===== config.mk =====
export PLATFORM = sky130hd
export DESIGN_NAME = btb_upd_ctrl_flat
export DESIGN_NICKNAME = d
export VERILOG_FILES = /design/src/rtl/btb_upd_ctrl_if.sv /design/src/rtl/btb_upd_ctrl.sv /design/src/flat_wrapper.sv
export SDC_FILE = /design/constraint.sdc
export NUM_CORES = 1
export LEC_CHECK = 0
export CAP_MARGIN = 20
export CORE_MARGIN = 2
export CORE_UTILIZATION = 53
export CTS_BUF_LIST = sky130_fd_sc_hd__clkbuf_2 sky130_fd_sc_hd__clkbuf_4 sky130_fd_sc_hd__clkbuf_8
export DETAILED_ROUTE_END_ITERATION = 8
export HOLD_SLACK_MARGIN = 0.05
export PLACE_DENSITY = 0.82
export SYNTH_ARGS = -nofsm -noshare
export SYNTH_HDL_FRONTEND = slang
export SYNTH_SLANG_ARGS = --single-unit

===== constraint.sdc =====
create_clock -name clock -period 15.56 [get_ports clock]
set_input_delay 3.89 -clock clock [delete_from_list [all_inputs] [get_ports clock]]
set_output_delay 3.89 -clock clock [all_outputs]
set_load 0.02 [all_outputs]

===== src/rtl/btb_upd_ctrl_if.sv =====
// btb_upd_ctrl_if
// Bundles every handshake and BTB-side signal of btb_upd_ctrl.
//   slave  : view used by btb_upd_ctrl itself
//   master : view used by the producer / BTB side (decode, retire, bench)
// Groups:
//   sp_*      speculative-write request from decode (valid/ready + payload)
//   rt_*      retire direction-update request (valid/ready + payload)
//   inv_*     invalidate-all request and its busy/done status
//   btb_sp_*  BTB speculative write port (plus btb_ras_ctl_o)
//   btb_rt_*  BTB retire update port
//   btb_inv_* BTB set-invalidate port, index = PC[9:2] set number
interface btb_upd_ctrl_if;
    logic        sp_valid_i;
    logic        sp_ready_o;
    logic [2:0]  sp_brpos_i;
    logic [1:0]  sp_brtyp_i;
    logic [63:0] sp_brpc_i;
    logic [63:0] sp_brtar_i;
    logic [1:0]  sp_rasctl_i;

    logic        rt_valid_i;
    logic        rt_ready_o;
    logic        rt_brdir_i;
    logic [63:0] rt_brpc_i;

    logic        inv_req_i;
    logic        inv_busy_o;
    logic        inv_done_o;

    logic        btb_sp_we_o;
    logic [2:0]  btb_sp_brpos_o;
    logic [1:0]  btb_sp_brtyp_o;
    logic [63:0] btb_sp_brpc_o;
    logic [63:0] btb_sp_brtar_o;
    logic [1:0]  btb_ras_ctl_o;

    logic        btb_rt_we_o;
    logic        btb_rt_brdir_o;
    logic [63:0] btb_rt_brpc_o;

    logic        btb_inv_we_o;
    logic [7:0]  btb_inv_idx_o;

    modport slave (
        input  sp_valid_i, sp_brpos_i, sp_brtyp_i, sp_brpc_i, sp_brtar_i, sp_rasctl_i,
        input  rt_valid_i, rt_brdir_i, rt_brpc_i, inv_req_i,
        output sp_ready_o, rt_ready_o, inv_busy_o, inv_done_o,
        output btb_sp_we_o, btb_sp_brpos_o, btb_sp_brtyp_o, btb_sp_brpc_o, btb_sp_brtar_o,
        output btb_ras_ctl_o, btb_rt_we_o, btb_rt_brdir_o, btb_rt_brpc_o,
        output btb_inv_we_o, btb_inv_idx_o
    );

    modport master (
        output sp_valid_i, sp_brpos_i, sp_brtyp_i, sp_brpc_i, sp_brtar_i, sp_rasctl_i,
        output rt_valid_i, rt_brdir_i, rt_brpc_i, inv_req_i,
        input  sp_ready_o, rt_ready_o, inv_busy_o, inv_done_o,
        input  btb_sp_we_o, btb_sp_brpos_o, btb_sp_brtyp_o, btb_sp_brpc_o, btb_sp_brtar_o,
        input  btb_ras_ctl_o, btb_rt_we_o, btb_rt_brdir_o, btb_rt_brpc_o,
        input  btb_inv_we_o, btb_inv_idx_o
    );
endinterface


===== src/rtl/btb_upd_ctrl.sv =====
// btb_upd_ctrl
// Serialises speculative BTB writes (SP_QDEPTH-deep FIFO, tail coalescing),
// retire direction updates (1-entry holding register) and an invalidate-all
// walk onto three mutually exclusive, registered BTB write ports.
// Ports:
//   clock : rising-edge clock
//   reset : synchronous, active-high
//   bus   : btb_upd_ctrl_if.slave (sp/rt handshakes, inv control, BTB ports)
// Retire normally wins arbitration; after STARVE_LIM consecutive retire wins
// over a non-empty FIFO the FIFO head is forced through.
module btb_upd_ctrl #(
    parameter int SP_QDEPTH  = 2,
    parameter int STARVE_LIM = 4
) (
    input  logic           clock,
    input  logic           reset,
    btb_upd_ctrl_if.slave  bus
);
    localparam int PW = (SP_QDEPTH > 1) ? $clog2(SP_QDEPTH) : 1;
    localparam int CW = $clog2(SP_QDEPTH + 1);
    localparam int SW = $clog2(STARVE_LIM + 1);

    typedef struct packed {
        logic [2:0]  brpos;
        logic [1:0]  brtyp;
        logic [63:0] brpc;
        logic [63:0] brtar;
        logic [1:0]  rasctl;
    } sp_ent_t;

    typedef struct packed {
        logic        brdir;
        logic [63:0] brpc;
    } rt_ent_t;

    typedef enum logic [1:0] {ARB, DRAIN, INV, DONE} state_t;

    state_t        state;
    sp_ent_t       fifo [SP_QDEPTH];
    logic [PW-1:0] rd_ptr, wr_ptr, tail_ptr;
    logic [CW-1:0] count;
    rt_ent_t       rt_hold;
    logic          rt_vld;
    logic [SW-1:0] starve_cnt;
    logic [7:0]    inv_idx;

    sp_ent_t sp_in;
    logic    arb_en, fifo_ne, fifo_full, force_sp, rt_issue, sp_issue;
    logic    coalesce_ok, sp_acc, sp_push, sp_merge, rt_acc;

    function automatic logic [PW-1:0] ptr_inc(input logic [PW-1:0] p);
        return (p == PW'(SP_QDEPTH - 1)) ? '0 : p + 1'b1;
    endfunction

    always_comb begin
        sp_in     = '{brpos: bus.sp_brpos_i, brtyp: bus.sp_brtyp_i, brpc: bus.sp_brpc_i,
                      brtar: bus.sp_brtar_i, rasctl: bus.sp_rasctl_i};
        arb_en    = (state == ARB) || (state == DRAIN);
        fifo_ne   = (count != '0);
        fifo_full = (count == CW'(SP_QDEPTH));
        force_sp  = fifo_ne && (starve_cnt == SW'(STARVE_LIM));
        rt_issue  = arb_en && rt_vld && !force_sp;
        sp_issue  = arb_en && fifo_ne && !rt_issue;
        tail_ptr  = (wr_ptr == '0) ? PW'(SP_QDEPTH - 1) : wr_ptr - 1'b1;
        // Never merge into an entry that is leaving this very cycle, or the
        // new payload would be lost with the pop.
        coalesce_ok = fifo_ne && (fifo[tail_ptr].brpc == bus.sp_brpc_i)
                      && !(sp_issue && (count == CW'(1)));
        sp_acc    = bus.sp_valid_i && bus.sp_ready_o;
        sp_merge  = sp_acc && coalesce_ok;
        sp_push   = sp_acc && !coalesce_ok;
        rt_acc    = bus.rt_valid_i && bus.rt_ready_o;
    end

    assign bus.sp_ready_o = (state == ARB) && (!fifo_full || coalesce_ok);
    assign bus.rt_ready_o = (state == ARB) && (!rt_vld || rt_issue);

    always_ff @(posedge clock) begin
        if (reset) begin
            state              <= ARB;
            rd_ptr             <= '0;
            wr_ptr             <= '0;
            count              <= '0;
            rt_vld             <= 1'b0;
            rt_hold            <= '0;
            starve_cnt         <= '0;
            inv_idx            <= '0;
            bus.inv_busy_o     <= 1'b0;
            bus.inv_done_o     <= 1'b0;
            bus.btb_sp_we_o    <= 1'b0;
            bus.btb_sp_brpos_o <= '0;
            bus.btb_sp_brtyp_o <= '0;
            bus.btb_sp_brpc_o  <= '0;
            bus.btb_sp_brtar_o <= '0;
            bus.btb_ras_ctl_o  <= '0;
            bus.btb_rt_we_o    <= 1'b0;
            bus.btb_rt_brdir_o <= 1'b0;
            bus.btb_rt_brpc_o  <= '0;
            bus.btb_inv_we_o   <= 1'b0;
            bus.btb_inv_idx_o  <= '0;
        end else begin
            // speculative FIFO
            if (sp_push) begin
                fifo[wr_ptr] <= sp_in;
                wr_ptr       <= ptr_inc(wr_ptr);
            end
            if (sp_merge)
                fifo[tail_ptr] <= sp_in;
            if (sp_issue)
                rd_ptr <= ptr_inc(rd_ptr);
            case ({sp_push, sp_issue})
                2'b10:   count <= count + 1'b1;
                2'b01:   count <= count - 1'b1;
                default: count <= count;
            endcase

            // retire holding register
            if (rt_acc) begin
                rt_hold <= '{brdir: bus.rt_brdir_i, brpc: bus.rt_brpc_i};
                rt_vld  <= 1'b1;
            end else if (rt_issue) begin
                rt_vld  <= 1'b0;
            end

            if (sp_issue || !fifo_ne)
                starve_cnt <= '0;
            else if (rt_issue && (starve_cnt != SW'(STARVE_LIM)))
                starve_cnt <= starve_cnt + 1'b1;

            // BTB ports: strobes every cycle, payloads only on issue (hold otherwise)
            bus.btb_sp_we_o <= sp_issue;
            if (sp_issue) begin
                bus.btb_sp_brpos_o <= fifo[rd_ptr].brpos;
                bus.btb_sp_brtyp_o <= fifo[rd_ptr].brtyp;
                bus.btb_sp_brpc_o  <= fifo[rd_ptr].brpc;
                bus.btb_sp_brtar_o <= fifo[rd_ptr].brtar;
                bus.btb_ras_ctl_o  <= fifo[rd_ptr].rasctl;
            end
            bus.btb_rt_we_o <= rt_issue;
            if (rt_issue) begin
                bus.btb_rt_brdir_o <= rt_hold.brdir;
                bus.btb_rt_brpc_o  <= rt_hold.brpc;
            end

            // invalidate sequencing; busy/done/inv_we are loaded with the
            // value of the state being entered so they line up with it
            bus.btb_inv_we_o <= 1'b0;
            bus.inv_done_o   <= 1'b0;
            case (state)
                ARB: if (bus.inv_req_i) begin
                    state          <= DRAIN;
                    bus.inv_busy_o <= 1'b1;
                end
                DRAIN: if (!fifo_ne && !rt_vld) begin
                    state             <= INV;
                    bus.btb_inv_we_o  <= 1'b1;
                    bus.btb_inv_idx_o <= inv_idx;
                    inv_idx           <= inv_idx + 1'b1;
                end
                INV: begin
                    // inv_idx wraps to 0 once index 255 has been presented
                    if (inv_idx == 8'd0) begin
                        state          <= DONE;
                        bus.inv_done_o <= 1'b1;
                    end else begin
                        bus.btb_inv_we_o  <= 1'b1;
                        bus.btb_inv_idx_o <= inv_idx;
                        inv_idx           <= inv_idx + 1'b1;
                    end
                end
                default: begin
                    state          <= ARB;
                    bus.inv_busy_o <= 1'b0;
                end
            endcase
        end
    end
endmodule


===== src/flat_wrapper.sv =====
// flat-port wrapper written by rule: the top's interface ports become plain ports
module btb_upd_ctrl_flat 
#(
    parameter int SP_QDEPTH  = 2,
    parameter int STARVE_LIM = 4
)
  (clock, reset, bus_sp_valid_i, bus_sp_brpos_i, bus_sp_brtyp_i, bus_sp_brpc_i, bus_sp_brtar_i, bus_sp_rasctl_i, bus_rt_valid_i, bus_rt_brdir_i, bus_rt_brpc_i, bus_inv_req_i, bus_sp_ready_o, bus_rt_ready_o, bus_inv_busy_o, bus_inv_done_o, bus_btb_sp_we_o, bus_btb_sp_brpos_o, bus_btb_sp_brtyp_o, bus_btb_sp_brpc_o, bus_btb_sp_brtar_o, bus_btb_ras_ctl_o, bus_btb_rt_we_o, bus_btb_rt_brdir_o, bus_btb_rt_brpc_o, bus_btb_inv_we_o, bus_btb_inv_idx_o);
  btb_upd_ctrl_if bus_i ();
  input  logic clock;
  input  logic reset;
  input wire logic [$bits(bus_i.sp_valid_i)-1:0] bus_sp_valid_i;
  input wire logic [$bits(bus_i.sp_brpos_i)-1:0] bus_sp_brpos_i;
  input wire logic [$bits(bus_i.sp_brtyp_i)-1:0] bus_sp_brtyp_i;
  input wire logic [$bits(bus_i.sp_brpc_i)-1:0] bus_sp_brpc_i;
  input wire logic [$bits(bus_i.sp_brtar_i)-1:0] bus_sp_brtar_i;
  input wire logic [$bits(bus_i.sp_rasctl_i)-1:0] bus_sp_rasctl_i;
  input wire logic [$bits(bus_i.rt_valid_i)-1:0] bus_rt_valid_i;
  input wire logic [$bits(bus_i.rt_brdir_i)-1:0] bus_rt_brdir_i;
  input wire logic [$bits(bus_i.rt_brpc_i)-1:0] bus_rt_brpc_i;
  input wire logic [$bits(bus_i.inv_req_i)-1:0] bus_inv_req_i;
  output wire logic [$bits(bus_i.sp_ready_o)-1:0] bus_sp_ready_o;
  output wire logic [$bits(bus_i.rt_ready_o)-1:0] bus_rt_ready_o;
  output wire logic [$bits(bus_i.inv_busy_o)-1:0] bus_inv_busy_o;
  output wire logic [$bits(bus_i.inv_done_o)-1:0] bus_inv_done_o;
  output wire logic [$bits(bus_i.btb_sp_we_o)-1:0] bus_btb_sp_we_o;
  output wire logic [$bits(bus_i.btb_sp_brpos_o)-1:0] bus_btb_sp_brpos_o;
  output wire logic [$bits(bus_i.btb_sp_brtyp_o)-1:0] bus_btb_sp_brtyp_o;
  output wire logic [$bits(bus_i.btb_sp_brpc_o)-1:0] bus_btb_sp_brpc_o;
  output wire logic [$bits(bus_i.btb_sp_brtar_o)-1:0] bus_btb_sp_brtar_o;
  output wire logic [$bits(bus_i.btb_ras_ctl_o)-1:0] bus_btb_ras_ctl_o;
  output wire logic [$bits(bus_i.btb_rt_we_o)-1:0] bus_btb_rt_we_o;
  output wire logic [$bits(bus_i.btb_rt_brdir_o)-1:0] bus_btb_rt_brdir_o;
  output wire logic [$bits(bus_i.btb_rt_brpc_o)-1:0] bus_btb_rt_brpc_o;
  output wire logic [$bits(bus_i.btb_inv_we_o)-1:0] bus_btb_inv_we_o;
  output wire logic [$bits(bus_i.btb_inv_idx_o)-1:0] bus_btb_inv_idx_o;
  assign bus_i.sp_valid_i = bus_sp_valid_i;
  assign bus_i.sp_brpos_i = bus_sp_brpos_i;
  assign bus_i.sp_brtyp_i = bus_sp_brtyp_i;
  assign bus_i.sp_brpc_i = bus_sp_brpc_i;
  assign bus_i.sp_brtar_i = bus_sp_brtar_i;
  assign bus_i.sp_rasctl_i = bus_sp_rasctl_i;
  assign bus_i.rt_valid_i = bus_rt_valid_i;
  assign bus_i.rt_brdir_i = bus_rt_brdir_i;
  assign bus_i.rt_brpc_i = bus_rt_brpc_i;
  assign bus_i.inv_req_i = bus_inv_req_i;
  assign bus_sp_ready_o = bus_i.sp_ready_o;
  assign bus_rt_ready_o = bus_i.rt_ready_o;
  assign bus_inv_busy_o = bus_i.inv_busy_o;
  assign bus_inv_done_o = bus_i.inv_done_o;
  assign bus_btb_sp_we_o = bus_i.btb_sp_we_o;
  assign bus_btb_sp_brpos_o = bus_i.btb_sp_brpos_o;
  assign bus_btb_sp_brtyp_o = bus_i.btb_sp_brtyp_o;
  assign bus_btb_sp_brpc_o = bus_i.btb_sp_brpc_o;
  assign bus_btb_sp_brtar_o = bus_i.btb_sp_brtar_o;
  assign bus_btb_ras_ctl_o = bus_i.btb_ras_ctl_o;
  assign bus_btb_rt_we_o = bus_i.btb_rt_we_o;
  assign bus_btb_rt_brdir_o = bus_i.btb_rt_brdir_o;
  assign bus_btb_rt_brpc_o = bus_i.btb_rt_brpc_o;
  assign bus_btb_inv_we_o = bus_i.btb_inv_we_o;
  assign bus_btb_inv_idx_o = bus_i.btb_inv_idx_o;
  btb_upd_ctrl #(.SP_QDEPTH(SP_QDEPTH), .STARVE_LIM(STARVE_LIM)) u_core (.clock(clock), .reset(reset), .bus(bus_i));
endmodule

Word-level counts from Yosys, hierarchy flattened
Memories as Yosys holds them, arrays and structs flattened. A register that Yosys moved wholly into a read port is not among the register bits.
Index checks and enable logic that the tools add are counted.
Storage, ports and cells
  register bits: 161
  RAM bits: 270
  input port bits: 205
  output and inout port bits: 215
  word-level logic and storage cells: 111
  memories kept: 1
Operators by class
  add/subtract/negate cells: 7
  equal/unequal tests: 13
  muxes and demuxes: 31
  bitwise gates (word level): 2
  reduce and logical (&&, ||, !) cells: 40
Memory list
  u_core.fifo: depth 2, bits a word 135, read ports 2, clocked after Yosys merged registers in 1, wr ports 1, line btb_upd_ctrl.sv:39  | sp_ent_t fifo [SP_QDEPTH];
Operators by type and width (count)
  $mux 135: 1
  $reduce_or 135->1: 1
  $eq 64x64->1: 1
  $mux 8: 4
  $pmux 8 s2: 2
  $mux 1: 17
  $logic_and 1x1->1: 16
  $add 8x1->8 const B: 1
  $logic_not 8->1: 1
  $reduce_bool 2->1: 4
  $logic_not 1->1: 7
  $eq 2x1->1 const B: 3
  $eq 2x2->1 const B: 3
  $mux 2: 3
  $ne 2x2->1 const B: 3
  $pmux 2 s3: 1
  $reduce_and 3->1: 2
  $reduce_or 2->1: 3
  $logic_or 1x1->1: 4
  $pmux 1 s2: 2
  $pmux 2 s2: 1
  $add 3x1->3 const B: 1
  $eq 3x3->1 const B: 1
  $ne 3x3->1 const B: 1
  other kinds (8): 10

Depth between registers and ports, before layout
  word-level depth: 18
  gate-level depth with buffers: 15
  gate-level depth less buffers: 13

Worst setup path before layout
No wires, ideal clock.
  kind: input to register
  start point: input bus_sp_brpc_i[15]
  end point: memory u_core.fifo[0][0] (netlist bit) (enable)
  setup time: 0.687 ns
  data arrival time: 11.638 ns
  required time: 14.873 ns
  slack: 3.235 ns
  stages: 6
  path buffers: 0
  path through: o22ai_1 -> a221o_1 -> or4_1 -> nor3_2 -> nand2_2 -> mux2i_1
Between the ends
  word-level cells in the longest chain between the ends: 12
  elaborated cells between the ends (all ways): 18
  classes of those cells: eq/ne: 1; mux: 8; reduce/logical: 9
RTL lines
  from (decl): line flat_wrapper.sv:14  | input wire logic [$bits(bus_i.sp_brpc_i)-1:0] bus_sp_brpc_i;
  $eq 64x64->1 (*): line btb_upd_ctrl.sv:67  | coalesce_ok = fifo_ne && (fifo[tail_ptr].brpc == bus.sp_brpc_i)
  $logic_and 1x1->1 (*): line btb_upd_ctrl.sv:67
  $logic_and 1x1->1 (*): line btb_upd_ctrl.sv:68  | && !(sp_issue && (count == CW'(1)));
  $logic_or 1x1->1: line btb_upd_ctrl.sv:75  | assign bus.sp_ready_o = (state == ARB) && (!fifo_full || coalesce_ok);
  $logic_and 1x1->1: line btb_upd_ctrl.sv:75
  $logic_and 1x1->1: line btb_upd_ctrl.sv:69  | sp_acc = bus.sp_valid_i && bus.sp_ready_o;
  $logic_and 1x1->1: line btb_upd_ctrl.sv:70  | sp_merge = sp_acc && coalesce_ok;
  $mux 1: line btb_upd_ctrl.sv:107  | if (sp_merge)
  $mux 1: line btb_upd_ctrl.sv:79  | if (reset) begin
  $mux 1 (implied by the code): line btb_upd_ctrl.sv:108  | fifo[tail_ptr] <= sp_in;
  $reduce_or 135->1 (no line)
  $mux 1 (no line)
  to (decl): line btb_upd_ctrl.sv:39
Mark *: on every way between the ends. The rest lies on a longest branch, timed or not.

Worst setup path after layout
  start point: input bus_sp_brpc_i[28]
  end point: output bus_sp_ready_o
Between the ends
  word-level cells in the longest chain between the ends: 5
RTL lines
  $eq 64x64->1: line btb_upd_ctrl.sv:67
  $logic_and 1x1->1: line btb_upd_ctrl.sv:67
  $logic_and 1x1->1: line btb_upd_ctrl.sv:68
  $logic_or 1x1->1: line btb_upd_ctrl.sv:75
  $logic_and 1x1->1: line btb_upd_ctrl.sv:75
  to (decl): line flat_wrapper.sv:21  | output wire logic [$bits(bus_i.sp_ready_o)-1:0] bus_sp_ready_o;
No other way between the ends.

==> impl_metrics.yaml <==
status:
  status: "finished, final reports clean"
final_layout:
  fill_cells: 2721
  finalInstanceArea_um2: 27700
  layout_commonest_cell: "clkdlybuf4s50_1"
  layout_common_cells: "clkdlybuf4s50_1, dfxtp_1, nand2_1, edfxtp_1, mux2i_1"
  area_growth_syn_to_layout_pct: 30.8
  layout-drive-gt1-share_pct: 8.47
  nNetsFinal: 2396
routing:
  antenna_left: 0
  drtIter0Drc: 815
  viasPerCell: 5.41
  num_vias: 15100
  drc: 0
  routedWlPerCell_um: 19.3
  first_pass_iters: 5
  wl_um: 53800
timing:
  setup_viol: 0
  whs_ps: 451
  rsz0062_at_grt: "no"
  max_freq_mhz: 92.8
  fin_crit_ps: 10780
  fin_setup_tns_ps: 0
  fin_skew_ps: 38.2
  slew_violations: 0
  post-route-period-util_pct: 69.3
  relSlewSlack_pct: 29.5
  worstMarginPinSlew_ps: 1060
  hold_viol: 0
  fin_ws_ps: 4780
floorplanning:
  start_util_pct: 53.5
  die_area_um2: 41600
  dieHeight_um: 204
  die_x_um: 204
  rows: 73
  core-area_um2: 39600
  ios: 420
setup_path:
  crit_path_start_kind: "primary input"
  worstSetupEndpointType: "primary output"
  required_ps: 11670
  critPathLaunch: "bus_sp_brpc_i[28]"
  worst-setup-path-type: "primary input to primary output"
  cp_max_fo: 4
  rr_startpoint: "u_core.wr_ptr"
  crit_arrival_ps: 6890
logic_synthesis:
  synth_top_family_by_area: "multiplexers"
  synthCells: 1772
  yosysTopAreaCell: "edfxtp_1"
  muxShareOfSynthArea_pct: 9.56
  async_flop_share_pct: 0
  syn_avg_cell_area_um2: 12.0
  syn_area_um2: 21200
  synth-main-ff-cell: "dfxtp_1"
  synthAdderAreaFrac_pct: 0.708
  synthSimpleGateAreaFrac_pct: 9.43
  synth_compound_area_share_pct: 9.03
  netlist.area_leader.share_pct: 38.2
  synth_cell_type_count: 46
  ys_ff_latch: 566
  ys_top_cells_by_area: "edfxtp_1, dfxtp_1, mux2i_1"
  synth_edf_count: 270
  yosys_warnings: 0
  synth_xor_area_share_pct: 2.64
  synth-seq-area-share_pct: 66.2
  synth_fp_nets: 1989
cts:
  cts_resized: 0
  cts_setup_buffers: 0
  clock_sinks: 566
  hold_buffers: 0
  cts_buffers: 90
  clock_path_buffers: 3
  cts_tree: "done"
  clk_latency_ps: 660
  clkTransAtPathRegs_ps: 60
  htreeDepth: 3
  root_buffer: "clkbuf_8"
placed_design:
  numPortBuffers: 419
  dpl_cell_area_um2: 25800
  dp_hpwl_um: 34700
  gp_congestion: 0.820
  dp_slack_ps: 4570
grt:
  antenna_found_initial: 14
  grt_pass1_wl_um: 81900
  first_global_vias: 15100
  grt_remaining_overflow: 0
  grt_usage_pct: 25.3
  grt_max_degree: 196
power_and_ir_drop:
  power.density_nw_per_um2: 190
  vdd_ir_drop_max_mv: 0.150
  p_leak_uw: 0.00939
run:
  drv_cap: 0
hold_path:
  min_path_type: "register to register"
  worstHoldStart: "u_core.rt_hold[22]"
## area by class of cell
class	instances	area, µm²	area share, %
Timing Repair Buffer	433	4330	15.6
Inverter	11	41.3	0.149
Clock inverter	22	166	0.600
Antenna cell	5	12.5	0.0451
Sequential cell	566	14000	50.6
Tap cell	525	657	2.37
Clock buffer	147	1770	6.39
Multi-Input combinational cell	1077	6710	24.2
## metal layers
metal  global-route usage [%]  share of wire (%)  routed length, µm  vias to the layer above
met3                     9.84                9.7               5210                      116
met2                     40.5                 47              25200                      581
met5                        0               0.23                124                        -
li1                         -                  -                  -                     7164
met1                     30.7                 40              21400                     7184
met4                     10.4                3.3               1800                       18
## path summary, 6_finish.rpt
path                                                      to  slack, ps  cells after the start
worst max-delay path                          bus_sp_ready_o       4780                      8
worst min-delay path            u_core.bus.btb_rt_brpc_o[22]        450                      2
worst max register to register            u_core.fifo[0][49]      10140                      9
worst min register to register  u_core.bus.btb_rt_brpc_o[22]        450                      2
## registers in the layout, summed over array words and instances, names as in the netlist, 3 cells and up
register,flops
u_core.bus.btb_rt_brpc_o,64
u_core.inv_idx,8
u_core.bus.btb_sp_brtar_o,64
u_core.bus.btb_sp_brpc_o,64
u_core.bus.btb_inv_idx_o,8
u_core.rt_hold,65
u_core.fifo,270
u_core.starve_cnt,3
u_core.bus.btb_sp_brpos_o,3
## through the flow
stage / utilization, % / total power, µW / cells
finish: 70.0 / 5280 / 2786
global route: 70.0 / 5540 / 2785
CTS: 69.9 / 5320 / 2781
detailed placement: 65.0 / 3980 / 2612
global placement: 65.0 / 3920 / 2611
floorplan: - / 3230 / 1772
## critical path, cell delays in order
cell and delay (ps):
clkdlybuf4s50_1 520, xnor2_1 130, a2111oi_0 720, nand4_1 270, nor4_4 330, nand2_2 190, a21boi_1 170, clkdlybuf4s50_1 660
## where the power goes
part	total [µW]	internal, µW	switching, µW
Sequential	2100	1900	200
Combinational	1850	768	1090
Clock	1320	743	578
## cell families after synthesis
logic type | count (synthesis)
flip-flops | 566
AND/OR/NAND/NOR | 496
AO/OA/AOI/OAI | 303
multiplexers | 202
buffers and inverters | 129
XOR/XNOR | 64
adder cells (fa/ha/maj) | 12
## cells in the mapped netlist (3+ instances only)
library cell / number
a211oi_1: 139
a21oi_1: 146
and3_1: 3
buf_1: 7
buf_2: 3
buf_6: 4
clkbuf_1: 103
dfxtp_1: 296
edfxtp_1: 270
ha_1: 12
inv_1: 11
mux2i_1: 201
nand2_1: 294
nand3_1: 3
nand4_1: 8
nor2_1: 157
nor4_1: 13
o221ai_1: 3
xnor2_1: 52
xor2_1: 12
Note: power is estimated with default switching activity, not from simulation.
